--- src/rtl/kamus_lsu.sv ---
// Load/store unit: one op per EX handshake, drives a req/gnt/rvalid data bus with byte lanes,
// returns extended load data plus misaligned/timeout flags to WB.
module kamus_lsu #(
    parameter int unsigned DATA_W         = 32,
    parameter int unsigned ADDR_W         = 32,
    parameter int unsigned TIMEOUT_CYCLES = 64
) (
    input  logic                  clk_i,
    input  logic                  rst_i,
    input  logic                  valid_i,
    output logic                  ready_o,
    output logic                  stall_o,
    input  logic [4:0]            operation_i,
    input  logic [ADDR_W-1:0]     addr_i,
    input  logic [31:0]           wdata_i,
    input  logic [4:0]            rd_addr_i,
    output logic                  valid_o,
    output logic [31:0]           rdata_o,
    output logic [4:0]            rd_addr_o,
    output logic                  misaligned_o,
    output logic                  bus_err_o,
    output logic                  req_o,
    input  logic                  gnt_i,
    output logic                  we_o,
    output logic [DATA_W/8-1:0]   be_o,
    output logic [ADDR_W-1:0]     mem_addr_o,
    output logic [DATA_W-1:0]     mem_wdata_o,
    input  logic                  rvalid_i,
    input  logic [DATA_W-1:0]     mem_rdata_i
);
    localparam int unsigned BE_W  = DATA_W / 8;
    localparam int unsigned OFF_W = $clog2(BE_W);
    localparam int unsigned CNT_W = (TIMEOUT_CYCLES > 0) ? $clog2(TIMEOUT_CYCLES + 1) : 1;

    localparam logic [4:0] OP_LB  = 5'h10;
    localparam logic [4:0] OP_LH  = 5'h11;
    localparam logic [4:0] OP_LW  = 5'h12;
    localparam logic [4:0] OP_LBU = 5'h14;
    localparam logic [4:0] OP_LHU = 5'h15;
    localparam logic [4:0] OP_SB  = 5'h18;
    localparam logic [4:0] OP_SH  = 5'h19;
    localparam logic [4:0] OP_SW  = 5'h1A;

    typedef enum logic [1:0] {StIdle, StReq, StWait, StResp} state_e;

    state_e               state_q, state_d;
    logic [4:0]           op_q;
    logic [OFF_W-1:0]     off_q;
    logic [4:0]           rd_q;
    logic [CNT_W-1:0]     cnt_q, cnt_d;
    logic [31:0]          rdata_q;
    logic                 mis_q, err_q, we_q;
    logic [BE_W-1:0]      be_q;
    logic [ADDR_W-1:0]    addr_q;
    logic [DATA_W-1:0]    wdata_q;

    logic                 accept, busy, tmo, resp_ok, tmo_hit;
    logic                 is_load, is_store, misal_in;
    logic [1:0]           size;
    logic [OFF_W-1:0]     off_in;
    logic [BE_W-1:0]      be_in;
    logic [DATA_W-1:0]    wdata_in;
    logic [DATA_W-1:0]    shifted;
    logic [31:0]          load_data;

    assign ready_o      = (state_q == StIdle);
    assign stall_o      = valid_i && !ready_o;
    assign accept       = valid_i && ready_o;
    assign req_o        = (state_q == StReq);
    assign valid_o      = (state_q == StResp);
    assign busy         = (state_q == StReq) || (state_q == StWait);
    assign tmo          = (TIMEOUT_CYCLES != 0) && busy &&
                          (cnt_q == CNT_W'(TIMEOUT_CYCLES - 1));
    // A response in the last WAIT cycle still completes normally.
    assign resp_ok      = (state_q == StWait) && rvalid_i;
    assign tmo_hit      = tmo && !resp_ok;
    assign off_in       = addr_i[OFF_W-1:0];

    assign rdata_o      = rdata_q;
    assign rd_addr_o    = rd_q;
    assign misaligned_o = mis_q;
    assign bus_err_o    = err_q;
    assign we_o         = we_q;
    assign be_o         = be_q;
    assign mem_addr_o   = addr_q;
    assign mem_wdata_o  = wdata_q;

    // size: 0 byte, 1 half, 2 word
    always_comb begin
        is_load  = 1'b0;
        is_store = 1'b0;
        size     = 2'd0;
        case (operation_i)
            OP_LB, OP_LBU: is_load = 1'b1;
            OP_LH, OP_LHU: begin is_load = 1'b1; size = 2'd1; end
            OP_LW:         begin is_load = 1'b1; size = 2'd2; end
            OP_SB:         is_store = 1'b1;
            OP_SH:         begin is_store = 1'b1; size = 2'd1; end
            OP_SW:         begin is_store = 1'b1; size = 2'd2; end
            default:       ;
        endcase
        misal_in = ((size == 2'd1) && addr_i[0]) || ((size == 2'd2) && (addr_i[1:0] != 2'b00));
        case (size)
            2'd1:    begin
                be_in    = BE_W'(2'b11) << off_in;
                wdata_in = {(BE_W/2){wdata_i[15:0]}};
            end
            2'd2:    begin
                be_in    = BE_W'(4'hF) << off_in;
                wdata_in = {(BE_W/4){wdata_i}};
            end
            default: begin
                be_in    = BE_W'(1) << off_in;
                wdata_in = {BE_W{wdata_i[7:0]}};
            end
        endcase
    end

    always_comb begin
        shifted = mem_rdata_i >> {off_q, 3'b000};
        case (op_q)
            OP_LB:   load_data = {{24{shifted[7]}}, shifted[7:0]};
            OP_LH:   load_data = {{16{shifted[15]}}, shifted[15:0]};
            OP_LBU:  load_data = {24'd0, shifted[7:0]};
            OP_LHU:  load_data = {16'd0, shifted[15:0]};
            OP_LW:   load_data = shifted[31:0];
            default: load_data = 32'd0;
        endcase
    end

    always_comb begin
        state_d = state_q;
        cnt_d   = cnt_q;
        unique case (state_q)
            StIdle: begin
                cnt_d = '0;
                if (accept) begin
                    state_d = (misal_in || !(is_load || is_store)) ? StResp : StReq;
                end
            end
            StReq: begin
                cnt_d = cnt_q + 1'b1;
                if (tmo_hit)    state_d = StResp;
                else if (gnt_i) state_d = StWait;
            end
            StWait: begin
                cnt_d = cnt_q + 1'b1;
                if (resp_ok || tmo_hit) state_d = StResp;
            end
            StResp: state_d = StIdle;
            default: state_d = StIdle;
        endcase
    end

    always_ff @(posedge clk_i) begin
        if (rst_i) begin
            state_q <= StIdle;
            cnt_q   <= '0;
            op_q    <= '0;
            off_q   <= '0;
            rd_q    <= '0;
            rdata_q <= '0;
            mis_q   <= 1'b0;
            err_q   <= 1'b0;
            we_q    <= 1'b0;
            be_q    <= '0;
            addr_q  <= '0;
            wdata_q <= '0;
        end else begin
            state_q <= state_d;
            cnt_q   <= cnt_d;
            if (accept) begin
                op_q    <= operation_i;
                off_q   <= off_in;
                rd_q    <= rd_addr_i;
                mis_q   <= misal_in;
                err_q   <= 1'b0;
                rdata_q <= '0;
                if (state_d == StReq) begin
                    we_q    <= is_store;
                    be_q    <= be_in;
                    addr_q  <= {addr_i[ADDR_W-1:OFF_W], {OFF_W{1'b0}}};
                    wdata_q <= wdata_in;
                end
            end
            if (resp_ok && !we_q) rdata_q <= load_data;
            if (tmo_hit)          err_q   <= 1'b1;
        end
    end
endmodule

--- config.mk ---
export PLATFORM = sky130hd
export DESIGN_NAME = kamus_lsu
export DESIGN_NICKNAME = d
export VERILOG_FILES = /design/src/rtl/kamus_lsu.sv
export SDC_FILE = /design/constraint.sdc
export NUM_CORES = 1
export LEC_CHECK = 0
export ABC_CLOCK_PERIOD_IN_PS = 2680
export CORE_UTILIZATION = 43
export DETAILED_ROUTE_END_ITERATION = 8
export GPL_ROUTABILITY_DRIVEN = 0
export PLACE_DENSITY_LB_ADDON = 0.3
export SLEW_MARGIN = 20
export SYNTH_ARGS = -nofsm -noshare
export SYNTH_HDL_FRONTEND = slang
export SYNTH_SLANG_ARGS = --single-unit
--- constraint.sdc ---
create_clock -name clk_i -period 2.68 [get_ports clk_i]
set_input_delay 0.536 -clock clk_i [delete_from_list [all_inputs] [get_ports clk_i]]
set_output_delay 0.536 -clock clk_i [all_outputs]
set_load 0.01 [all_outputs]
==> run_results.csv <==
group,metric,value,unit
power,p_sw,1660,uW
floorplan,die_area,13000,um2
logic_synthesis,avgSynthCellArea,8.80,um2
power,clkPwrFrac,39.9,%
hold_path,whs_path_depth,2,
clock_tree,clockRootBuffer,"clkbuf_16",
clock_tree,post_cts_buffers,0,
worst_setup_path,critPathArrivalTime,2890,ps
final_layout,areaGrowthSynthToFinish,59.4,%
global_routing,overflow,0,
final_layout,final_nets,968,
drt,viasPerCell,5.41,
drt,wl_per_cell,17.1,um
drt,drc_errors,0,
worst_setup_path,reg2reg_to,"rdata_o[29]",
hold_path,holdPathEnd,"rd_addr_o[4]",
logic_synthesis,netlist_instances,614,
worst_setup_path,crit_path_end_kind,"register",
worst_setup_path,start_kind,"input pin",
sta,finalSetupViolCount,0,
sta,finalCritPeriodShare,98.5,%
power,ir_drop,0.000448,V
power,total_power,5930,uW
clock_tree,cts_buffer_depth,2,
floorplan,ios,223,
floorplan,row_count,40,
global_routing,grt_max_degree,95,
sta,hold_viol,0,
logic_synthesis,synth_edf_count,0,
sta,worstMarginPinSlew,974,ps
sta,slew_violations,0,
sta,finalCriticalPeriod,2640,ps
run_status,status,"completed",
logic_synthesis,ys_warn_count,0,
final_layout,final_cells,1027,
sta,fmax,379,MHz
power,combPwrFrac,24.9,%
clock_tree,cts_resized,0,
hold_path,hp-start,"rd_addr_o[4]",
placement,hpwl,12500,um
sta,slew_headroom,35.1,%
clock_tree,cts_buffers,17,
sta,clock_skew,4.74,ps
power,power_leakage,0.00303,uW
logic_synthesis,ys_ff_latch,122,
clock_tree,hold_buffers,0,
worst_setup_path,r2r_slack,330,ps
drt,drtPass1Iterations,5,
final_layout,fillers,952,
final_layout,antenna_cells,0,
final_layout,drive_gt1_share,13.3,%
clock_tree,cts_sinks,122,
logic_synthesis,synth.distinct_cells,52,
worst_setup_path,cp-startpoint,"operation_i[4]",
global_routing,antenna_found_initial,1,
global_routing,grtUsageTotal,27.2,%
worst_setup_path,crit_type,"in2reg",
clock_tree,cts.reportedPaths.clkPinSlew,60,ps
global_routing,grt_pass1_wl,27400,um
logic_synthesis,synth_top_flop_cell,"dfxtp_1",
clock_tree,htreeDepth,4,
clock_tree,tritoncts,"done",
power,p_sw_share,28.0,%
run,maxCapViolations,0,
logic_synthesis,async_flop_share,0,%
placement,io_buffers,220,
floorplan,start_util,44.6,%
drt,drtIter0Drc,359,
drt,vias,5553,
drt,postRouteAntennaNets,0,
placement,dp_cells,996,
logic_synthesis,synth_area,5400,um2
global_routing,grt_pass1_vias,5528,
logic_synthesis,ys_seq_area_share,45.2,%
power,pwr-share-seq,35.2,%
worst_setup_path,cp_max_fo,15,
power,intPower,4270,uW
floorplan,die_w,114,um
hold_path,hp-class,"reg2reg",
power,powerDensity,688,nW/um2
worst_setup_path,r2r_start,"state_q[0]",
drt,routed_wl,17500,um
worst_setup_path,reg2reg_depth,7,
floorplan,die_h,114,um
clock_tree,worstSkewPairLatency,410,ps
worst_setup_path,critPathRequiredTime,2930,ps
floorplan,core,12100,um2
worst max path at each step:
stage / depth (start not counted) / end
after global routing: 11 / mem_wdata_o[22]
final: 11 / mem_wdata_o[22]
after CTS: 7 / rdata_o[8]
after floorplan: 11 / mem_wdata_o[18]
after global placement: 11 / mem_wdata_o[21]
after detailed placement: 12 / mem_addr_o[21]
per-layer routing:
layer | vias to the layer above | part of all wire (%) | GRT usage, %
met5 | - | 0 | 0
met4 | 0 | 2.6 | 13.5
met3 | 33 | 9.4 | 9.95
met2 | 268 | 49 | 45.5
met1 | 2609 | 39 | 30.6
li1 | 2643 | - | -
synthesized netlist by cell type, drive strengths merged, types with 2 or more instances:
| cell type | count | area share, % |
|---|---|---|
| nor3 | 10 | 0.93 |
| dfxtp | 122 | 45 |
| nand4 | 2 | 0.23 |
| nor3b | 2 | 0.37 |
| buf | 23 | 2.2 |
| o21ai | 13 | 1.2 |
| a221oi | 8 | 1.3 |
| nor2b | 7 | 0.81 |
| nor2 | 39 | 2.7 |
| and3 | 2 | 0.23 |
| xnor2 | 2 | 0.32 |
| ha | 10 | 2.3 |
| a221o | 16 | 3.2 |
| clkbuf | 25 | 1.8 |
| a21oi | 78 | 7.2 |
| mux2 | 8 | 1.7 |
| or3 | 3 | 0.35 |
| nand3 | 2 | 0.19 |
| o22ai | 2 | 0.23 |
| o211ai | 3 | 0.42 |
| mux2i | 11 | 2.0 |
| o2bb2ai | 16 | 2.6 |
| a311oi | 8 | 1.3 |
| nand2b | 5 | 0.58 |
| inv | 7 | 0.49 |
| nor4 | 4 | 1.3 |
| a22oi | 16 | 2.2 |
| xor2 | 3 | 0.49 |
| mux4 | 9 | 3.8 |
| nand2 | 143 | 9.9 |
cells in the final DEF, fill, tap and decap left out, drive strengths merged, types with 11 or more instances in the layout:
cell / count
clkbuf: 24
a21oi: 78
clkdlybuf4s50: 219
a221o: 16
dfxtp: 122
nor2: 39
nand2: 143
o2bb2ai: 16
mux2i: 11
o21ai: 13
buf: 42
a22oi: 16
per-stage QoR:
stage / hold slack (ps) / util, % / setup slack, ps / instance area, um2 / TNS, ps
final: 452 / 71.1 / 40.4 / 8610 / 0
after global routing: 470 / 71.1 / -31.4 / 8610 / -31.4
after CTS: 453 / 70.9 / 92.6 / 8590 / 0
after detailed placement: 446 / 65.9 / -282 / 7980 / -16470
after global placement: 441 / 65.9 / -122 / 7980 / -5610
after floorplan: 439 / - / 185 / 5410 / 0
critical path: stages:
cell and delay [ps]:
clkdlybuf4s50_1 540, nor2b_1 220, and3b_1 230, inv_1 60, ha_1 210, nor2_2 230
buf_4 170, o221ai_4 140, buf_12 190, a221oi_1 260, nor3_1 90
area by class of cell:
cell class                 instances  area [um2]  share of cell area (%)
multi-input combinational        438        2760                    32.1
timing repair buffer             261        2560                    29.7
clock buffer                      24         502                    5.83
sequential                       122        2440                    28.4
tap                              168         210                    2.44
clock inverter                     7         113                    1.31
inverter                           7        26.3                   0.305
cell families after synthesis:
family          after synthesis  share of synthesized area (%)
other cells                   1                         0.0694
buf+inv                      55                           4.49
compound gates              166                           20.7
simple gates                227                           19.0
fa+ha+maj                    10                           2.32
mux                          28                           7.46
xor+xnor                      5                          0.811
flops                       122                           45.2
sequential cells by signal, indices dropped and copies added, names as in the netlist, 2 cells and up:
register and cells:
rdata_o 32, mem_addr_o 30, be_o 4, rd_addr_o 5, op_q 5, cnt_q 7
state_q 2, mem_wdata_o 32, off_q 2
power by group through the flow:
stage / clock network [uW] / logic [uW] / registers, uW
floorplan: 0 / 755 / 2120
detailed placement: 0 / 1450 / 2120
finish: 2370 / 1480 / 2090
CTS: 2390 / 1460 / 2080
global placement: 0 / 1400 / 2110
global route: 2490 / 1600 / 2100
No activity file was read; power rests on OpenSTA's default activity.
